File: src/rtl/timer_set_controller.sv
// Minute-setting front end: debounced add/sub buttons step a two-digit BCD value
// (single step plus hold-to-repeat); a commit press offers the preset word to the loader.

module tsc_debounce #(
   parameter int DEBOUNCE_CYC = 4
) (
   input  logic clk,
   input  logic rst_n,
   input  logic din,
   output logic level
);
   localparam int CW = $clog2(DEBOUNCE_CYC + 1);
   localparam logic [CW-1:0] CNT_MAX = CW'(DEBOUNCE_CYC);
   localparam logic [CW-1:0] CNT_THR = CW'(DEBOUNCE_CYC - 1);

   logic          s1_q, s2_q;
   logic [CW-1:0] cnt_q, cnt_d;

   always_comb begin
      cnt_d = cnt_q;
      if (!s2_q)                cnt_d = '0;
      else if (cnt_q != CNT_MAX) cnt_d = cnt_q + 1'b1;
   end

   // level asserts on the cycle the count reaches the threshold, not one later
   assign level = s2_q && (cnt_q >= CNT_THR);

   always_ff @(posedge clk) begin
      if (!rst_n) begin
         s1_q  <= 1'b0;
         s2_q  <= 1'b0;
         cnt_q <= '0;
      end else begin
         s1_q  <= din;
         s2_q  <= s1_q;
         cnt_q <= cnt_d;
      end
   end
endmodule

module timer_set_controller #(
   parameter int DEBOUNCE_CYC = 4,
   parameter int REPEAT_DLY   = 8,
   parameter int REPEAT_PER   = 4,
   parameter bit SAT          = 1'b0
) (
   input  logic        clk,
   input  logic        rst_n,
   input  logic        add,
   input  logic        sub,
   input  logic        commit,
   input  logic        load_ready,
   output logic [7:0]  set_min,
   output logic [15:0] out_final,
   output logic        load_valid,
   output logic        busy,
   output logic        wrap_evt
);
   localparam int TMAX = (REPEAT_DLY > REPEAT_PER) ? REPEAT_DLY : REPEAT_PER;
   localparam int TW   = (TMAX > 1) ? $clog2(TMAX) : 1;
   localparam logic [TW-1:0] DLY_LAST = TW'(REPEAT_DLY - 1);
   localparam logic [TW-1:0] PER_LAST = TW'(REPEAT_PER - 1);

   typedef enum logic [1:0] {IDLE, HOLD_FIRST, HOLD_REPEAT, LOAD} state_e;

   state_e        state_q, state_d;
   logic [7:0]    set_min_q, set_min_d;
   logic [TW-1:0] timer_q, timer_d;
   logic          dir_q, dir_d;
   logic          wrap_q, wrap_d;
   logic          com_s1_q, com_s2_q, com_s3_q;
   logic [1:0]    btn_raw, btn_db;
   logic          one_btn, both_btn, held, commit_rise, step_en, step_up;

   // index 0 = add, index 1 = sub
   assign btn_raw = {sub, add};
   for (genvar b = 0; b < 2; b++) begin : g_btn
      tsc_debounce #(.DEBOUNCE_CYC(DEBOUNCE_CYC)) u_db (
         .clk(clk), .rst_n(rst_n), .din(btn_raw[b]), .level(btn_db[b])
      );
   end

   assign one_btn     = btn_db[0] ^ btn_db[1];
   assign both_btn    = &btn_db;
   assign held        = dir_q ? btn_db[0] : btn_db[1];
   assign commit_rise = com_s2_q & ~com_s3_q;

   // {wrap, next value}; dir up = 1
   function automatic logic [8:0] bcd_step(input logic [7:0] v, input logic up);
      logic [3:0] t, u;
      t = v[7:4];
      u = v[3:0];
      if (up) begin
         if (v == 8'h99)    bcd_step = SAT ? {1'b0, v} : {1'b1, 8'h00};
         else if (u == 4'd9) bcd_step = {1'b0, t + 4'd1, 4'd0};
         else                bcd_step = {1'b0, t, u + 4'd1};
      end else begin
         if (v == 8'h00)    bcd_step = SAT ? {1'b0, v} : {1'b1, 8'h99};
         else if (u == 4'd0) bcd_step = {1'b0, t - 4'd1, 4'd9};
         else                bcd_step = {1'b0, t, u - 4'd1};
      end
   endfunction

   always_ff @(posedge clk) begin
      if (!rst_n) begin
         state_q   <= IDLE;
         set_min_q <= 8'h00;
         timer_q   <= '0;
         dir_q     <= 1'b0;
         wrap_q    <= 1'b0;
         com_s1_q  <= 1'b0;
         com_s2_q  <= 1'b0;
         com_s3_q  <= 1'b0;
      end else begin
         state_q   <= state_d;
         set_min_q <= set_min_d;
         timer_q   <= timer_d;
         dir_q     <= dir_d;
         wrap_q    <= wrap_d;
         com_s1_q  <= commit;
         com_s2_q  <= com_s1_q;
         com_s3_q  <= com_s2_q;
      end
   end

   always_comb begin
      state_d = state_q;
      timer_d = timer_q;
      dir_d   = dir_q;
      step_en = 1'b0;
      step_up = dir_q;
      unique case (state_q)
         IDLE: begin
            if (one_btn) begin
               step_en = 1'b1;
               step_up = btn_db[0];
               dir_d   = btn_db[0];
               timer_d = '0;
               state_d = HOLD_FIRST;
            end else if (commit_rise) begin
               state_d = LOAD;
            end
         end
         HOLD_FIRST: begin
            if (!held || both_btn) state_d = IDLE;
            else if (timer_q == DLY_LAST) begin
               step_en = 1'b1;
               timer_d = '0;
               state_d = HOLD_REPEAT;
            end else timer_d = timer_q + 1'b1;
         end
         HOLD_REPEAT: begin
            if (!held || both_btn) state_d = IDLE;
            else if (timer_q == PER_LAST) begin
               step_en = 1'b1;
               timer_d = '0;
            end else timer_d = timer_q + 1'b1;
         end
         LOAD: if (load_ready) state_d = IDLE;
         default: state_d = IDLE;
      endcase
      {wrap_d, set_min_d} = step_en ? bcd_step(set_min_q, step_up) : {1'b0, set_min_q};
   end

   always_comb begin
      set_min    = set_min_q;
      out_final  = {set_min_q, 8'h00};
      load_valid = (state_q == LOAD);
      busy       = (state_q != IDLE);
      wrap_evt   = wrap_q;
   end
endmodule
File: config.mk
export PLATFORM = sky130hd
export DESIGN_NAME = timer_set_controller
export DESIGN_NICKNAME = d
export VERILOG_FILES = /design/src/rtl/timer_set_controller.sv
export SDC_FILE = /design/constraint.sdc
export NUM_CORES = 1
export LEC_CHECK = 0
export CORE_MARGIN = 2
export CORE_UTILIZATION = 57
export CTS_BUF_LIST = sky130_fd_sc_hd__clkbuf_16
export CTS_CLUSTER_SIZE = 24
export DETAILED_ROUTE_END_ITERATION = 10
export PLACE_DENSITY = 0.89
export SKIP_LAST_GASP = 1
export SLEW_MARGIN = 20
export SYNTH_ARGS = -nofsm -noshare
export SYNTH_HDL_FRONTEND = slang
export SYNTH_SLANG_ARGS = --single-unit
File: constraint.sdc
create_clock -name clk -period 5.2 [get_ports clk]
set_clock_uncertainty 0.05 [all_clocks]
set_input_delay 1.56 -clock clk [delete_from_list [all_inputs] [get_ports clk]]
set_output_delay 1.56 -clock clk [all_outputs]
set_load 0.005 [all_outputs]
Yosys cells after proc, flatten, opt, wreduce, memory -nomap -nowiden --
Index checks and enable logic that the tools add are counted.
Word-level totals: logic and storage cells 88, register bits after elaboration 28, output and inout port bits 27, input port bits 6
Cells by class: bitwise logic cells 3, $add $sub $neg 7, mux-type cells 27, eq/ne operators 17, reductions and logical operators 17, $lt $le $gt $ge 2
Operators with widths (count):
- 9-bit 2-to-1 mux | 3
- 8-bit 2-to-1 mux | 2
- 3-bit 2-to-1 mux | 5
- 2-bit 2-to-1 mux | 6
- 3-bit inequality test, second input constant | 4
- 2-bit inequality test, second input constant | 5
- 3-bit by 1-bit adder with 3-bit output, second input constant | 3
- 3-bit one-hot mux with 3 select lines | 1
- 4-bit by 1-bit adder with 4-bit output, second input constant | 2
- 8-bit equality test, second input constant | 1
- 8-bit logical NOT | 1
- 1-bit 2-to-1 mux | 8
- 2-bit one-hot mux with 4 select lines | 1
- 2-bit AND reduction | 4
- 4-bit AND reduction | 2
- 4-bit by 1-bit subtractor with 4-bit output, second input constant | 2
- 3-bit by 2-bit >= comparator with 1-bit output, second input constant | 2
- 3-bit nonzero test | 2
- 2-bit equality test, second input constant | 2
- 4-bit equality test, second input constant | 1
- 4-bit logical NOT | 1
- 3-bit by 2-bit equality test with 1-bit output, second input constant | 1
- 3-bit equality test, second input constant | 1
- 3-bit by 1-bit inequality test with 1-bit output, second input constant | 1
- 11 further kinds | 12

Depth between registers and ports, before layout --
Gate-level depths: netlist of the first run.
word-level depth 8, gate-level depth with buffers 11, mapped depth without buffers 10

By module --
Synthesis of the first run repeated with hierarchy kept, for this count alone.
Unflattened totals: cells, all modules 224, area, all modules 1888.1 µm²
By module, submodules not included:
- timer_set_controller | instances 1, sequential area each 360.3 µm², cells an instance 176, area each 1437.6 µm²
- tsc_debounce | instances 2, sequential area each 100.1 µm², cells an instance 24, area each 225.2 µm²

Worst setup path after synthesis of the first run --
OpenSTA, ideal clock, no wires.
path kind reg2reg, from reg g_btn[0].u_db.cnt_q[0], to reg set_min_q[6], in the netlist set_min[6], data required time 5064 ps, data arrival time 2632 ps, buffers on the path 1, setup slack 2431 ps, clock period less this slack 2769 ps, library setup time 86 ps, stages on the path, launching flop included 12, cells stage by stage dfxtp_1 > ha_1 > ha_1 > a211oi_4 > and2b_1 > ha_1 > a21bo_2 > o21a_1 > buf_4 > nor3b_1 > o211ai_2 > a221oi_2
On the way: longest elaborated chain between the ends 8, elaborated cells between the ends (all ways) 17, classes of those cells order compare: 1; eq/ne: 1; mux: 8; bitwise: 1; reduce/logical: 6
Ends and longest elaborated chain:
- start: declaration | line 17 | logic [CW-1:0] cnt_q, cnt_d;
- start signal: assignment | line 36 | cnt_q <= cnt_d;
- 3-bit by 2-bit >= comparator with 1-bit output (*) | line 26 | assign level = s2_q && (cnt_q >= CNT_THR);
- 1-bit logical AND (*) | line 26
- 1-bit 2-to-1 mux | line 85 | assign held = dir_q ? btn_db[0] : btn_db[1];
- 1-bit logical NOT | line 145, 153
- 1-bit logical OR | line 145, 153
- 1-bit 2-to-1 mux, on equally long branches | line 153, 145
- 1-bit one-hot mux with 3 select lines | line 132 | unique case (state_q)
- 3-bit AND reduction (no line)
- end signal: assignment | line 116 | set_min_q <= set_min_d;
- end: declaration | line 67 | logic [7:0] set_min_q, set_min_d;
Mark *: on every way between the ends. The rest lies on a longest branch, timed or not. A chain may end at the register's enable or synchronous reset.

Worst setup path in the final report of the first run --
from reg state_q[0], to out busy
On the way: longest elaborated chain between the ends 1
Ends and longest elaborated chain:
- start: declaration | line 66 | state_e state_q, state_d;
- start signal: assignment | line 115 | state_q <= state_d;
- 2-bit nonzero test | line 169 | busy = (state_q != IDLE);
- end: declaration | line 56 | output logic busy,
Every way passes these cells.

==> flow_summary.json, run 1 <==
{
  "ys.flop_type": "dfxtp_1",
  "layout_commonest_cell": "dfxtp_1",
  "coreArea_um2": 3280,
  "die_x_um": 62.0,
  "drtPass1Iterations": 4,
  "synth_enable_flop_cells": 0,
  "synthDistinctLibCells": 54,
  "die_h_um": 62.0,
  "ctsHtreeMaxLevel": 1,
  "slew_headroom": 0.644,
  "area_delta_synth_final_pct": 13.5,
  "whs_path_depth": 1,
  "synth_area_um2": 1920,
  "cp.required_ns": 3.59,
  "drv_slew": 0,
  "layout_common_cells": "dfxtp_1 (28), clkdlybuf4s50_1 (24), nor2_1 (22)",
  "pin_count": 33,
  "arrival_ns": 1.63,
  "hold_viol": 0,
  "yosysSeqAreaShare": 0.292,
  "worstSetupStartpointType": "flop",
  "cts_setup_buffers": 0,
  "dp_hpwl_um": 2670,
  "cap_violations": 0,
  "worstPathMaxFanout": 6,
  "cts_buffers": 3,
  "whs_ns": 0.389,
  "cts_tree": "done",
  "peakVddDrop_mv": 0.164,
  "synth-seq-cells": 28,
  "placed_area_um2": 2070,
  "drive_above_1_share": 0.0717,
  "num_antenna_cells": 0,
  "clkTransAtPathRegs_ns": 0.07,
  "synthCells": 226,
  "wl_per_cell_um": 12.9,
  "regArea_um2": 561,
  "drc": 0,
  "ys_warn_count": 0,
  "gp_congestion": 0.880,
  "worstSkewPairLatency_ns": 0.27,
  "nets": 262,
  "cts_resized": 0,
  "synth-async-reset-ratio": 0,
  "num_rows": 21,
  "synth_top_area_frac": 0.292,
  "cts_buffer_depth": 2,
  "cts.sinks": 28,
  "cts_root_buf": "clkbuf_16",
  "grt_max_degree": 18,
  "max_freq_ghz": 0.309,
  "ys_top_cells_by_area": "dfxtp_1 (29%), ha_1 (12%), buf_4 (6.7%), nor2_1 (4.3%), inv_1 (3.3%)",
  "antenna_left": 0,
  "grt_use_total": 0.208,
  "yosysTopAreaCell": "dfxtp_1",
  "grt_pass1_vias": 1369,
  "grt_overflow_total": 0,
  "rsz0062_at_grt": "false",
  "multi_input_area_um2": 1150,
  "finalWirelength_um": 3640,
  "fillCellCount": 272,
  "antenna_found_initial": 0,
  "cp-end-kind": "primary output",
  "cellPowerDensity_nw_per_um2": 231,
  "postLayoutCellArea_um2": 2180,
  "period_needed_ns": 3.24,
  "finalSetupViolations": 0,
  "hold_path.class": "reg -> reg",
  "leakage_nw": 0.839,
  "drtIter0Drc": 57,
  "io_buffers": 24,
  "critPathKind": "reg -> out",
  "via_per_inst": 5.41,
  "start_util": 0.584,
  "die_area_um2": 3840,
  "grt_pass1_wl_um": 5920,
  "setup_tns_ns": 0,
  "cts_hold_buf": 0,
  "r2r_cells": 10,
  "avgSynthCellArea_um2": 8.48,
  "status": "finished clean",
  "period_share": 0.622,
  "vias": 1530,
  "tightest_slew_ns": 0.534
}
==> per-stage QoR <==
step | cells | util | total power, W | setup slack (ns)
final | 283 | 0.662 | 0.000502 | 1.96
after global routing | 283 | 0.662 | 0.000522 | 1.87
after CTS | 283 | 0.662 | 0.000504 | 1.98
after detailed placement | 279 | 0.630 | 0.000279 | 2.11
after global placement | 279 | 0.630 | 0.000277 | 2.15
after floorplan | 233 | - | 0.000267 | 2.43
==> worst max-delay path: stages (launching register included) <==
cell and delay [ns]:
dfxtp_1 0.38, inv_1 0.10, ha_1 0.29, inv_1 0.10, clkdlybuf4s50_1 0.49
==> layer usage <==
| metal | GRT usage | share of wire | up-vias |
|---|---|---|---|
| met2 | 0.354 | 0.50 | 29 |
| met1 | 0.263 | 0.45 | 716 |
| met5 | 0 | 0 | - |
| li1 | - | - | 780 |
| met4 | 0.0912 | 0.020 | 0 |
| met3 | 0.0248 | 0.031 | 5 |
==> kinds of logic (layout without fill, tap and decap cells) <==
logic type / Yosys count / in the layout / synth area share
compound gates: 47 / 47 / 0.193
fa+ha+maj: 18 / 18 / 0.117
mux: 4 / 4 / 0.0215
buf+inv: 41 / 45 / 0.122
simple gates: 82 / 82 / 0.228
other cells: 1 / 8 / 0.00196
flops: 28 / 28 / 0.292
xor+xnor: 5 / 5 / 0.0228
==> cells in the mapped netlist, types with 4 or more instances <==
library cell  number
a211oi_1           4
a21oi_1           10
and2_1             8
buf_4             17
clkbuf_1           4
dfxtp_1           28
ha_1              18
inv_1             17
nand2_1           15
nand3_1            7
nand3b_1           6
nor2_1            22
nor2b_1            5
nor3_1             5
xnor2_1            5
==> final timing paths <==
check	from	end	slack [ns]
worst max register to register	g_btn[0].u_db.cnt_q[0]$_SDFFE_PN0P_	set_min[7]$_SDFFE_PN0P_	2.07
worst max-delay path	state_q[0]$_SDFFE_PN0P_	busy	1.96
worst min register to register	g_btn[1].u_db.s1_q$_SDFF_PN0_	g_btn[1].u_db.s2_q$_SDFF_PN0_	0.39
worst min-delay path	g_btn[1].u_db.s1_q$_SDFF_PN0_	g_btn[1].u_db.s2_q$_SDFF_PN0_	0.39
==> flip-flops by register name, indices dropped and copies added, names as in the netlist <==
register and flops:
set_min 8, g_btn.u_db.cnt_q 6, timer_q 3, g_btn.u_db.s1_q 2, g_btn.u_db.s2_q 2, state_q 2
com_s1_q 1, com_s2_q 1, com_s3_q 1, dir_q 1, wrap_evt 1
==> power by group <==
part,internal [W],switching (W)
Sequential,0.000220,0.00000368
Clock,0.000153,0.0000748
Combinational,0.0000239,0.0000271
Total,0.000397,0.000106
==> layout make-up <==
type	count	share of cell area
clock buffer	3	0.0345
clock inverter	1	0.0138
inverter	17	0.0293
multi-input combinational	164	0.528
sequential	28	0.258
tap	46	0.0265
timing repair buffer	24	0.110
No activity file was read; power rests on OpenSTA's default activity.
==> run 2, diff against run 1 <==
Settings changed: CORE_UTILIZATION 57 to 53, PLACE_DENSITY 0.89 to 0.84.
Clock period 5.2 ns to 3.15 ns, I/O delays scaled along.
==> run 2 against run 1 <==
Compared with the run above:
- flip-flop and latch count unchanged
- via count up 3.4%
- combinational power increased by 64%
- cell area up 0.34%
- critical endpoint is now set_min[7]$_SDFFE_PN0P_
- largest cell class unchanged
- largest power group unchanged
- highest routed layer unchanged
==> flow_summary.json, run 2 (synthesis gave the netlist of run 1 again) <==
{
  "status": "finished clean",
  "pin_count": 33,
  "ctsHtreeMaxLevel": 1,
  "grt_max_degree": 18,
  "setup_tns_ns": 0,
  "area_delta_synth_final_pct": 13.9,
  "cts_tree": "done",
  "worstHoldEndpoint": "g_btn[0].u_db.s2_q$_SDFF_PN0_",
  "drtPass1Iterations": 4,
  "peakVddDrop_mv": 0.297,
  "slew_headroom": 0.629,
  "drc": 0,
  "cts_hold_buf": 0,
  "layout_commonest_cell": "dfxtp_1",
  "tightest_slew_ns": 0.555,
  "largest_reg_flops": 8,
  "coreArea_um2": 3420,
  "drv_slew": 0,
  "rr_startpoint": "g_btn[0].u_db.cnt_q[0]$_SDFFE_PN0P_",
  "via_per_inst": 5.57,
  "rrSetupSlack_ns": 0.19,
  "cts.sinks": 28,
  "num_rows": 21,
  "cts_buffers": 3,
  "worstSkewPairLatency_ns": 0.26,
  "die_area_um2": 4110,
  "drive_above_1_share": 0.0756,
  "die_x_um": 64.1,
  "io_buffers": 24,
  "num_antenna_cells": 0,
  "grt_use_total": 0.184,
  "clkTransAtPathRegs_ns": 0.07,
  "r2r_cells": 10,
  "hold_path.class": "reg -> reg",
  "vias": 1582,
  "grt_pass1_vias": 1382,
  "critPathKind": "reg -> reg",
  "hold_viol": 0,
  "gp_congestion": 0.948,
  "r2r-end": "set_min[7]$_SDFFE_PN0P_",
  "grt_overflow_total": 0,
  "dp_hpwl_um": 2650,
  "period_needed_ns": 2.96,
  "antenna_left": 0,
  "rsz0062_at_grt": "false",
  "grt_pass1_wl_um": 6200,
  "cts_root_buf": "clkbuf_16",
  "nets": 263,
  "drtIter0Drc": 86,
  "leakage_nw": 0.843,
  "period_share": 0.940,
  "cp-end-kind": "flop",
  "cap_violations": 0,
  "start_util": 0.561,
  "finalSetupViolations": 0,
  "wl_per_cell_um": 12.9,
  "cts_resized": 0,
  "die_h_um": 64.1,
  "finalWirelength_um": 3670,
  "max_freq_ghz": 0.338,
  "antenna_found_initial": 0,
  "arrival_ns": 3.04,
  "worstPathMaxFanout": 17,
  "cts_setup_buffers": 0,
  "cp.required_ns": 3.23,
  "cellPowerDensity_nw_per_um2": 378,
  "layout_common_cells": "dfxtp_1 (28), clkdlybuf4s50_1 (24), nor2_1 (22)",
  "worstSetupStartpointType": "flop",
  "whs_path_depth": 1,
  "cts_buffer_depth": 2,
  "final_core_util": 0.639,
  "worstHoldStart": "g_btn[0].u_db.s1_q$_SDFF_PN0_"
}
-- run 2: cell type report --
| type | count | area, um^2 |
|---|---|---|
| Timing Repair Buffer | 25 | 248 |
| Sequential cell | 28 | 561 |
| Clock inverter | 1 | 30.0 |
| Clock buffer | 3 | 75.1 |
| Fill cell | 315 | 1230 |
| Multi-Input combinational cell | 164 | 1150 |
| Inverter | 17 | 63.8 |
| Tap cell | 46 | 57.6 |
-- run 2: where the power goes --
| group | switching [W] | leakage (nW) | internal [W] | total, W |
|---|---|---|---|---|
| Clock | 0.000120 | 0.0511 | 0.000253 | 0.000373 |
| Sequential | 0.00000563 | 0.227 | 0.000362 | 0.000368 |
| Combinational | 0.0000443 | 0.564 | 0.0000393 | 0.0000836 |
| Total | 0.000170 | 0.843 | 0.000655 | 0.000825 |
-- run 2: layer usage --
| metal | vias up | GRT usage | routed length (um) |
|---|---|---|---|
| met2 | 49 | 0.290 | 1690 |
| met3 | 7 | 0.0229 | 191 |
| met4 | 0 | 0.0559 | 48 |
| li1 | 784 | - | - |
| met5 | - | 0 | 0 |
| met1 | 742 | 0.262 | 1740 |
-- run 2: worst max-delay path by stage --
stage / slack [ns] / to / start / depth (start not counted)
after floorplan: 0.38 / set_min[6]$_SDFFE_PN0P_ / g_btn[0].u_db.cnt_q[0]$_SDFFE_PN0P_ / 11
after global placement: 0.32 / set_min[7]$_SDFFE_PN0P_ / g_btn[0].u_db.cnt_q[0]$_SDFFE_PN0P_ / 10
after detailed placement: 0.23 / set_min[5]$_SDFFE_PN0P_ / g_btn[0].u_db.cnt_q[0]$_SDFFE_PN0P_ / 10
after CTS: 0.20 / set_min[7]$_SDFFE_PN0P_ / g_btn[0].u_db.cnt_q[0]$_SDFFE_PN0P_ / 10
after global routing: 0.01 / set_min[7]$_SDFFE_PN0P_ / g_btn[0].u_db.cnt_q[0]$_SDFFE_PN0P_ / 10
final: 0.19 / set_min[7]$_SDFFE_PN0P_ / g_btn[0].u_db.cnt_q[0]$_SDFFE_PN0P_ / 10
-- run 2: critical path, stage by stage (launching register included) --
cell and delay (ns):
dfxtp_1 0.37, ha_1 0.23, ha_1 0.21, a211oi_4 0.16, and2b_1 0.20, ha_1 0.35
nand3_1 0.16, o21ai_4 0.43, mux2_2 0.43, a21oi_1 0.17, a311oi_1 0.06
-- run 2: metrics by stage --
step	setup WS [ns]	instances	hold WS, ns	cell area [um^2]	power [W]
global placement	0.319	280	0.366	2080	0.000458
detailed placement	0.235	280	0.369	2080	0.000459
global route	0.0117	284	0.411	2180	0.000857
floorplan	0.381	233	0.362	1940	0.000441
CTS	0.204	284	0.385	2180	0.000830
finish	0.190	284	0.384	2180	0.000825
